$ cat config.mk
export PLATFORM = sky130hd
export DESIGN_NAME = r5_reorder_25
export DESIGN_NICKNAME = d
export VERILOG_FILES = /design/src/rtl/r5_pkg.sv /design/src/rtl/r5_bank.sv /design/src/rtl/r5_reorder_25.sv
export SDC_FILE = /design/constraint.sdc
export NUM_CORES = 2
export LEC_CHECK = 0
export CORE_MARGIN = 5
export CORE_UTILIZATION = 65
export DETAILED_ROUTE_END_ITERATION = 12
export DONT_BUFFER_PORTS = 1
export PLACE_DENSITY = 0.81
export SYNTH_ARGS = -nofsm -noshare
export SYNTH_HDL_FRONTEND = slang
export SYNTH_SLANG_ARGS = --single-unit
$ cat constraint.sdc
create_clock -name clk -period 18.2 [get_ports clk]
set_input_delay 5.46 -clock clk [delete_from_list [all_inputs] [get_ports clk]]
set_output_delay 5.46 -clock clk [all_outputs]
set_load 0.1 [all_outputs]
$ cat src/rtl/r5_pkg.sv
// rtl/r5_pkg.sv - shared constants and digit-reverse addressing for the radix-5 reorder block
// Contents: RADIX, N_PT (frame length), DW_DEFAULT (component width), AW (address width),
//           digit_rev(k) mapping input index k = 5*k1 + k0 to bank address 5*k0 + k1.
package r5_pkg;

  localparam int RADIX      = 5;
  localparam int N_PT       = 25;
  localparam int DW_DEFAULT = 32;
  localparam int AW         = 5;

  // Swap the two base-5 digits of k.
  function automatic logic [AW-1:0] digit_rev(input logic [AW-1:0] k);
    logic [AW-1:0] k1;
    logic [AW-1:0] k0;
    k1 = k / AW'(RADIX);
    k0 = k % AW'(RADIX);
    return k0 * AW'(RADIX) + k1;
  endfunction

endpackage

$ cat src/rtl/r5_bank.sv
// rtl/r5_bank.sv - one 25-entry complex sample bank
// Ports: clk            clock
//        we             write enable
//        waddr, wdata   write address and packed {img, re} sample
//        raddr, rdata   combinational read address and packed {img, re} sample
// Storage is intentionally not reset.
module r5_bank
  import r5_pkg::*;
#(
  parameter int DW = DW_DEFAULT
) (
  input  logic            clk,
  input  logic            we,
  input  logic [AW-1:0]   waddr,
  input  logic [2*DW-1:0] wdata,
  input  logic [AW-1:0]   raddr,
  output logic [2*DW-1:0] rdata
);

  logic [2*DW-1:0] mem_q [N_PT];
  logic [2*DW-1:0] mem_d [N_PT];

  always_comb begin
    mem_d = mem_q;
    if (we) begin
      mem_d[waddr] = wdata;
    end
  end

  always_ff @(posedge clk) begin
    mem_q <= mem_d;
  end

  assign rdata = mem_q[raddr];

endmodule

$ cat src/rtl/r5_reorder_25.sv
// rtl/r5_reorder_25.sv - 25-point radix-5 digit-reversed to natural order reorder buffer
// Ports: clk, rst (async, active high)
//        in_valid / in_ready / in_re / in_img      input stream, FFT (digit-reversed) order
//        out_valid / out_ready / out_re / out_img  output stream, natural order
//        out_last                                  final sample (index 24) of a frame
//        ovf                                       sticky overflow, only with R5_REORDER_OVF_EN
// Optional feature macro: R5_REORDER_OVF_EN
module r5_reorder_25
  import r5_pkg::*;
#(
  parameter int DW = DW_DEFAULT,
  parameter int N  = N_PT
) (
  input  logic          clk,
  input  logic          rst,
  input  logic          in_valid,
  input  logic [DW-1:0] in_re,
  input  logic [DW-1:0] in_img,
  output logic          in_ready,
  output logic          out_valid,
  output logic [DW-1:0] out_re,
  output logic [DW-1:0] out_img,
  input  logic          out_ready,
  output logic          out_last
`ifdef R5_REORDER_OVF_EN
  ,
  output logic          ovf
`endif
);

  localparam logic [AW-1:0] LAST_IDX = AW'(N - 1);

  logic [AW-1:0]   wcnt_q, wcnt_d;
  logic [AW-1:0]   rcnt_q, rcnt_d;
  logic            wbank_q, wbank_d;
  logic            rbank_q, rbank_d;
  logic [1:0]      full_q, full_d;

  logic            wr_fire;
  logic            rd_fire;
  logic [1:0]      bank_we;
  logic [AW-1:0]   waddr;
  logic [2*DW-1:0] wdata;
  logic [2*DW-1:0] rdata0;
  logic [2*DW-1:0] rdata1;
  logic [2*DW-1:0] rdata;

  always_comb begin
    in_ready  = ~full_q[wbank_q];
    wr_fire   = in_valid & in_ready;
    out_valid = full_q[rbank_q];
    rd_fire   = out_valid & out_ready;
    out_last  = out_valid & (rcnt_q == LAST_IDX);

    waddr   = digit_rev(wcnt_q);
    wdata   = {in_img, in_re};
    bank_we = {wr_fire & wbank_q, wr_fire & ~wbank_q};

    rdata   = rbank_q ? rdata1 : rdata0;
    out_re  = out_valid ? rdata[DW-1:0]    : '0;
    out_img = out_valid ? rdata[2*DW-1:DW] : '0;
  end

  // Writer and reader always own different banks, so a fill completing and a
  // drain completing on the same edge touch different full flags.
  always_comb begin
    wcnt_d  = wcnt_q;
    wbank_d = wbank_q;
    rcnt_d  = rcnt_q;
    rbank_d = rbank_q;
    full_d  = full_q;

    if (wr_fire) begin
      if (wcnt_q == LAST_IDX) begin
        wcnt_d          = '0;
        full_d[wbank_q] = 1'b1;
        wbank_d         = ~wbank_q;
      end else begin
        wcnt_d = wcnt_q + AW'(1);
      end
    end

    if (rd_fire) begin
      if (rcnt_q == LAST_IDX) begin
        rcnt_d          = '0;
        full_d[rbank_q] = 1'b0;
        rbank_d         = ~rbank_q;
      end else begin
        rcnt_d = rcnt_q + AW'(1);
      end
    end
  end

  always_ff @(posedge clk or posedge rst) begin
    if (rst) begin
      wcnt_q  <= '0;
      rcnt_q  <= '0;
      wbank_q <= 1'b0;
      rbank_q <= 1'b0;
      full_q  <= '0;
    end else begin
      wcnt_q  <= wcnt_d;
      rcnt_q  <= rcnt_d;
      wbank_q <= wbank_d;
      rbank_q <= rbank_d;
      full_q  <= full_d;
    end
  end

`ifdef R5_REORDER_OVF_EN
  logic ovf_q, ovf_d;

  always_comb begin
    ovf_d = ovf_q | (in_valid & ~in_ready);
  end

  always_ff @(posedge clk or posedge rst) begin
    if (rst) begin
      ovf_q <= 1'b0;
    end else begin
      ovf_q <= ovf_d;
    end
  end

  assign ovf = ovf_q;
`endif

  r5_bank #(.DW(DW)) u_bank0 (
    .clk   (clk),
    .we    (bank_we[0]),
    .waddr (waddr),
    .wdata (wdata),
    .raddr (rcnt_q),
    .rdata (rdata0)
  );

  r5_bank #(.DW(DW)) u_bank1 (
    .clk   (clk),
    .we    (bank_we[1]),
    .waddr (waddr),
    .wdata (wdata),
    .raddr (rcnt_q),
    .rdata (rdata1)
  );

endmodule

==> run summary <==
vias in the first global route: 66700
Total Routing Usage GR: 35.9%
Post-synth EDFFs: 3200
Worst Max-Slew Pin Slew: 1.38 ns
minimum clock period: 11.73 ns
Synth top area share: 77.8%
Final Hold Violating Endpoints: 0
Initial Util: 65.2%
area grow syn2layout: 11.0%
core area: 0.190 mm^2
final worst path period share: 64.5%
LEAKAGE: 42.9 nW
status: finished, final reports clean
Max transition margin: 7.68%
Req. time, crit path: 12.74 ns
hold_buf cts: 0
Syn Nets: 5773
Layout Nets: 5929
first-pass GRT wire length: 497000 um
worst-path fanout max: 63
Routed Antenna Nets: 0
Mapped Area: 0.124 mm^2
post-synth cell types: 59
worst min path class: reg -> reg
Crit Path Class: reg -> out
fraction of layout cells with a size suffix above 1: 24.2%
cell with the most instances after synthesis: edfxtp_1
Clock Sinks: 3214
initial DRC count: 11900
io pins: 135
sequential area share after synthesis: 78.1%
DR vias: 66500
crit start category: register
CTS tree: built
Worst-path clk slew: 0.06 ns
antenna violations before repair: 5
final setup TNS: 0 ns
die width: 446 um
reg2reg end: u_bank1.mem_q[160]$_DFFE_PP_
die area: 0.199 mm^2
crit path setup slack, layout: 6.47 ns
Syn Area/Cell: 21.7 um^2
fmax: 85.2 MHz
setup slack, reg-to-reg: 10.24 ns
Peak VDD IR: 0.667 mV
Placed Area: 0.127 mm^2
Synth area leaders: edfxtp_1 78%, mux4_2 12%, mux2i_1 2.6%, nand2_1 0.83%, mux2_2 0.76%
Placed Cells incl. Taps: 8035
post-DP HPWL: 163000 um
drt drc: 0
setup violation total in the final timing report: 0
fraction of registers with async set/reset: 0.436%
CTS Buffer Depth: 4
H-tree depth: 5
Slew Limit Fails: 0
pre-CTS setup slack: 7.50 ns
Cell Rows: 160
input/output buffers: 0
buffer count from post-CTS setup fixing: 0
final instance area: 0.137 mm^2
leading area contributor after synthesis: edfxtp_1
critical register-to-register path startpoint: wcnt_q[4]$_DFFE_PP0P_
Chip Height: 446 um
PD cells: 191 mW/mm^2
Post-synth top cells: 3200 x edfxtp_1, 674 x mux4_2, 327 x mux2i_1, 274 x nand2_1, 172 x clkbuf_1
Arrival @ worst endpoint: 6.27 ns
CP Launch Point: rcnt_q[1]$_DFFE_PP0P_
CP endpoint: out_img[8]
Critical Path Sink Type: primary output
RSZ-0062 raised after global routing: no
Non-Filler Instances: 8590
CTS Buf Count: 318
hold path depth: 1
drt pass-1 iters: 8
WL/cell: 41.3 um
Post-Syn Instances: 5688
Root Buffer: clkbuf_16
Main synth FF type: edfxtp_1
R2R cell count: 19
Setup Skew: 0.0449 ns
grt total ovfl: 0
fillers: 9644
GP Congestion: 0.817
largest net degree at the start of global routing: 146
YS warnings: 0
via/cell ratio: 7.75
Routed Wire Length: 354000 um
synthesis-stage register bit count: 3214
Clock Latency Late Sink: 0.97 ns
max cap viols: 0
Resize count post-CTS: 0
[state kept, by name, indices dropped and copies added, names as in the netlist]
name and count:
full_q 2, u_bank0.mem_q 1600, wbank_q 1, u_bank1.mem_q 1600, rcnt_q 5, rbank_q 1, wcnt_q 5
[cell families after synthesis]
logic type / share of synthesized area [%]
DFF: 78.1
and+or+nand+nor: 1.53
xor gates and xnor gates: 0.0496
muxes: 15.7
AOI/OAI and AO/OA: 3.32
adders and majority gates: 0.178
buffers and inverters: 1.16
[layout by cell type, fill, tap and decap left out, drive strengths merged, types with 11 or more instances in the layout]
cell | synthesis | final
clkinv | 0 | 134
a21oi | 116 | 116
buf | 168 | 176
ha | 16 | 16
a31oi | 11 | 11
mux4 | 674 | 674
clkbuf | 172 | 377
and3 | 23 | 23
o22ai | 137 | 137
mux2 | 83 | 83
a211oi | 18 | 18
a211o | 80 | 80
nand3 | 39 | 39
mux2i | 327 | 327
nand2 | 274 | 274
a22oi | 37 | 37
inv | 7 | 12
edfxtp | 3200 | 3200
o221ai | 12 | 12
o21ai | 28 | 28
dfrtp | 14 | 14
nor2 | 29 | 29
o211ai | 110 | 110
a21boi | 16 | 16
bufinv | 0 | 22
[worst min path at each step]
stage | to | startpoint
finish | wcnt_q[4]$_DFFE_PP0P_ | wcnt_q[4]$_DFFE_PP0P_
global route | wcnt_q[4]$_DFFE_PP0P_ | wcnt_q[4]$_DFFE_PP0P_
CTS | wcnt_q[4]$_DFFE_PP0P_ | wcnt_q[4]$_DFFE_PP0P_
detailed placement | wcnt_q[4]$_DFFE_PP0P_ | wcnt_q[4]$_DFFE_PP0P_
global placement | wcnt_q[4]$_DFFE_PP0P_ | wcnt_q[4]$_DFFE_PP0P_
floorplan | wcnt_q[4]$_DFFE_PP0P_ | wcnt_q[4]$_DFFE_PP0P_
[critical path: stages (launching register included)]
cell	delay, ns
dfrtp_4	0.96
buf_4	0.95
buf_4	0.87
inv_2	0.65
nand2_1	0.22
a21oi_1	0.10
a2111oi_0	0.79
o22ai_2	0.19
buf_4	0.32
[area by class of cell]
| class | count | area, um^2 | share of cell area (%) |
|---|---|---|---|
| antenna | 7 | 17.5 | 0.0128 |
| clock buffer | 377 | 8350 | 6.09 |
| clock inverter | 171 | 1370 | 0.999 |
| inverter | 7 | 26.3 | 0.0192 |
| multi-input combinational | 2127 | 26400 | 19.2 |
| sequential | 3214 | 96500 | 70.3 |
| tap | 2511 | 3140 | 2.29 |
| timing repair buffer | 176 | 1420 | 1.04 |
[through the flow]
step | util, % | hold WS, ns | power [mW]
after floorplan | - | 0.529 | 16.3
after global placement | 67.2 | 0.577 | 19.2
after detailed placement | 67.2 | 0.608 | 19.5
after CTS | 72.3 | 0.621 | 25.9
after global routing | 72.3 | 0.675 | 26.7
final | 72.3 | 0.646 | 26.1
[power breakdown]
part	internal [mW]	leakage (nW)	switching [mW]
clock	3.57	4.75	2.74
combinational	2.94	9.22	6.45
sequential	9.93	28.9	0.512
total	16.4	42.9	9.69
[routing by layer]
metal  track usage (%)  routed length, um  vias up
li1                  -                  -    24200
met1              47.3             110000    33700
met2              54.5             164000     7126
met3              10.1              53200     1466
met4              21.8              26700        0
met5                 0                  0        -
Note: power is estimated with default switching activity, not from simulation.
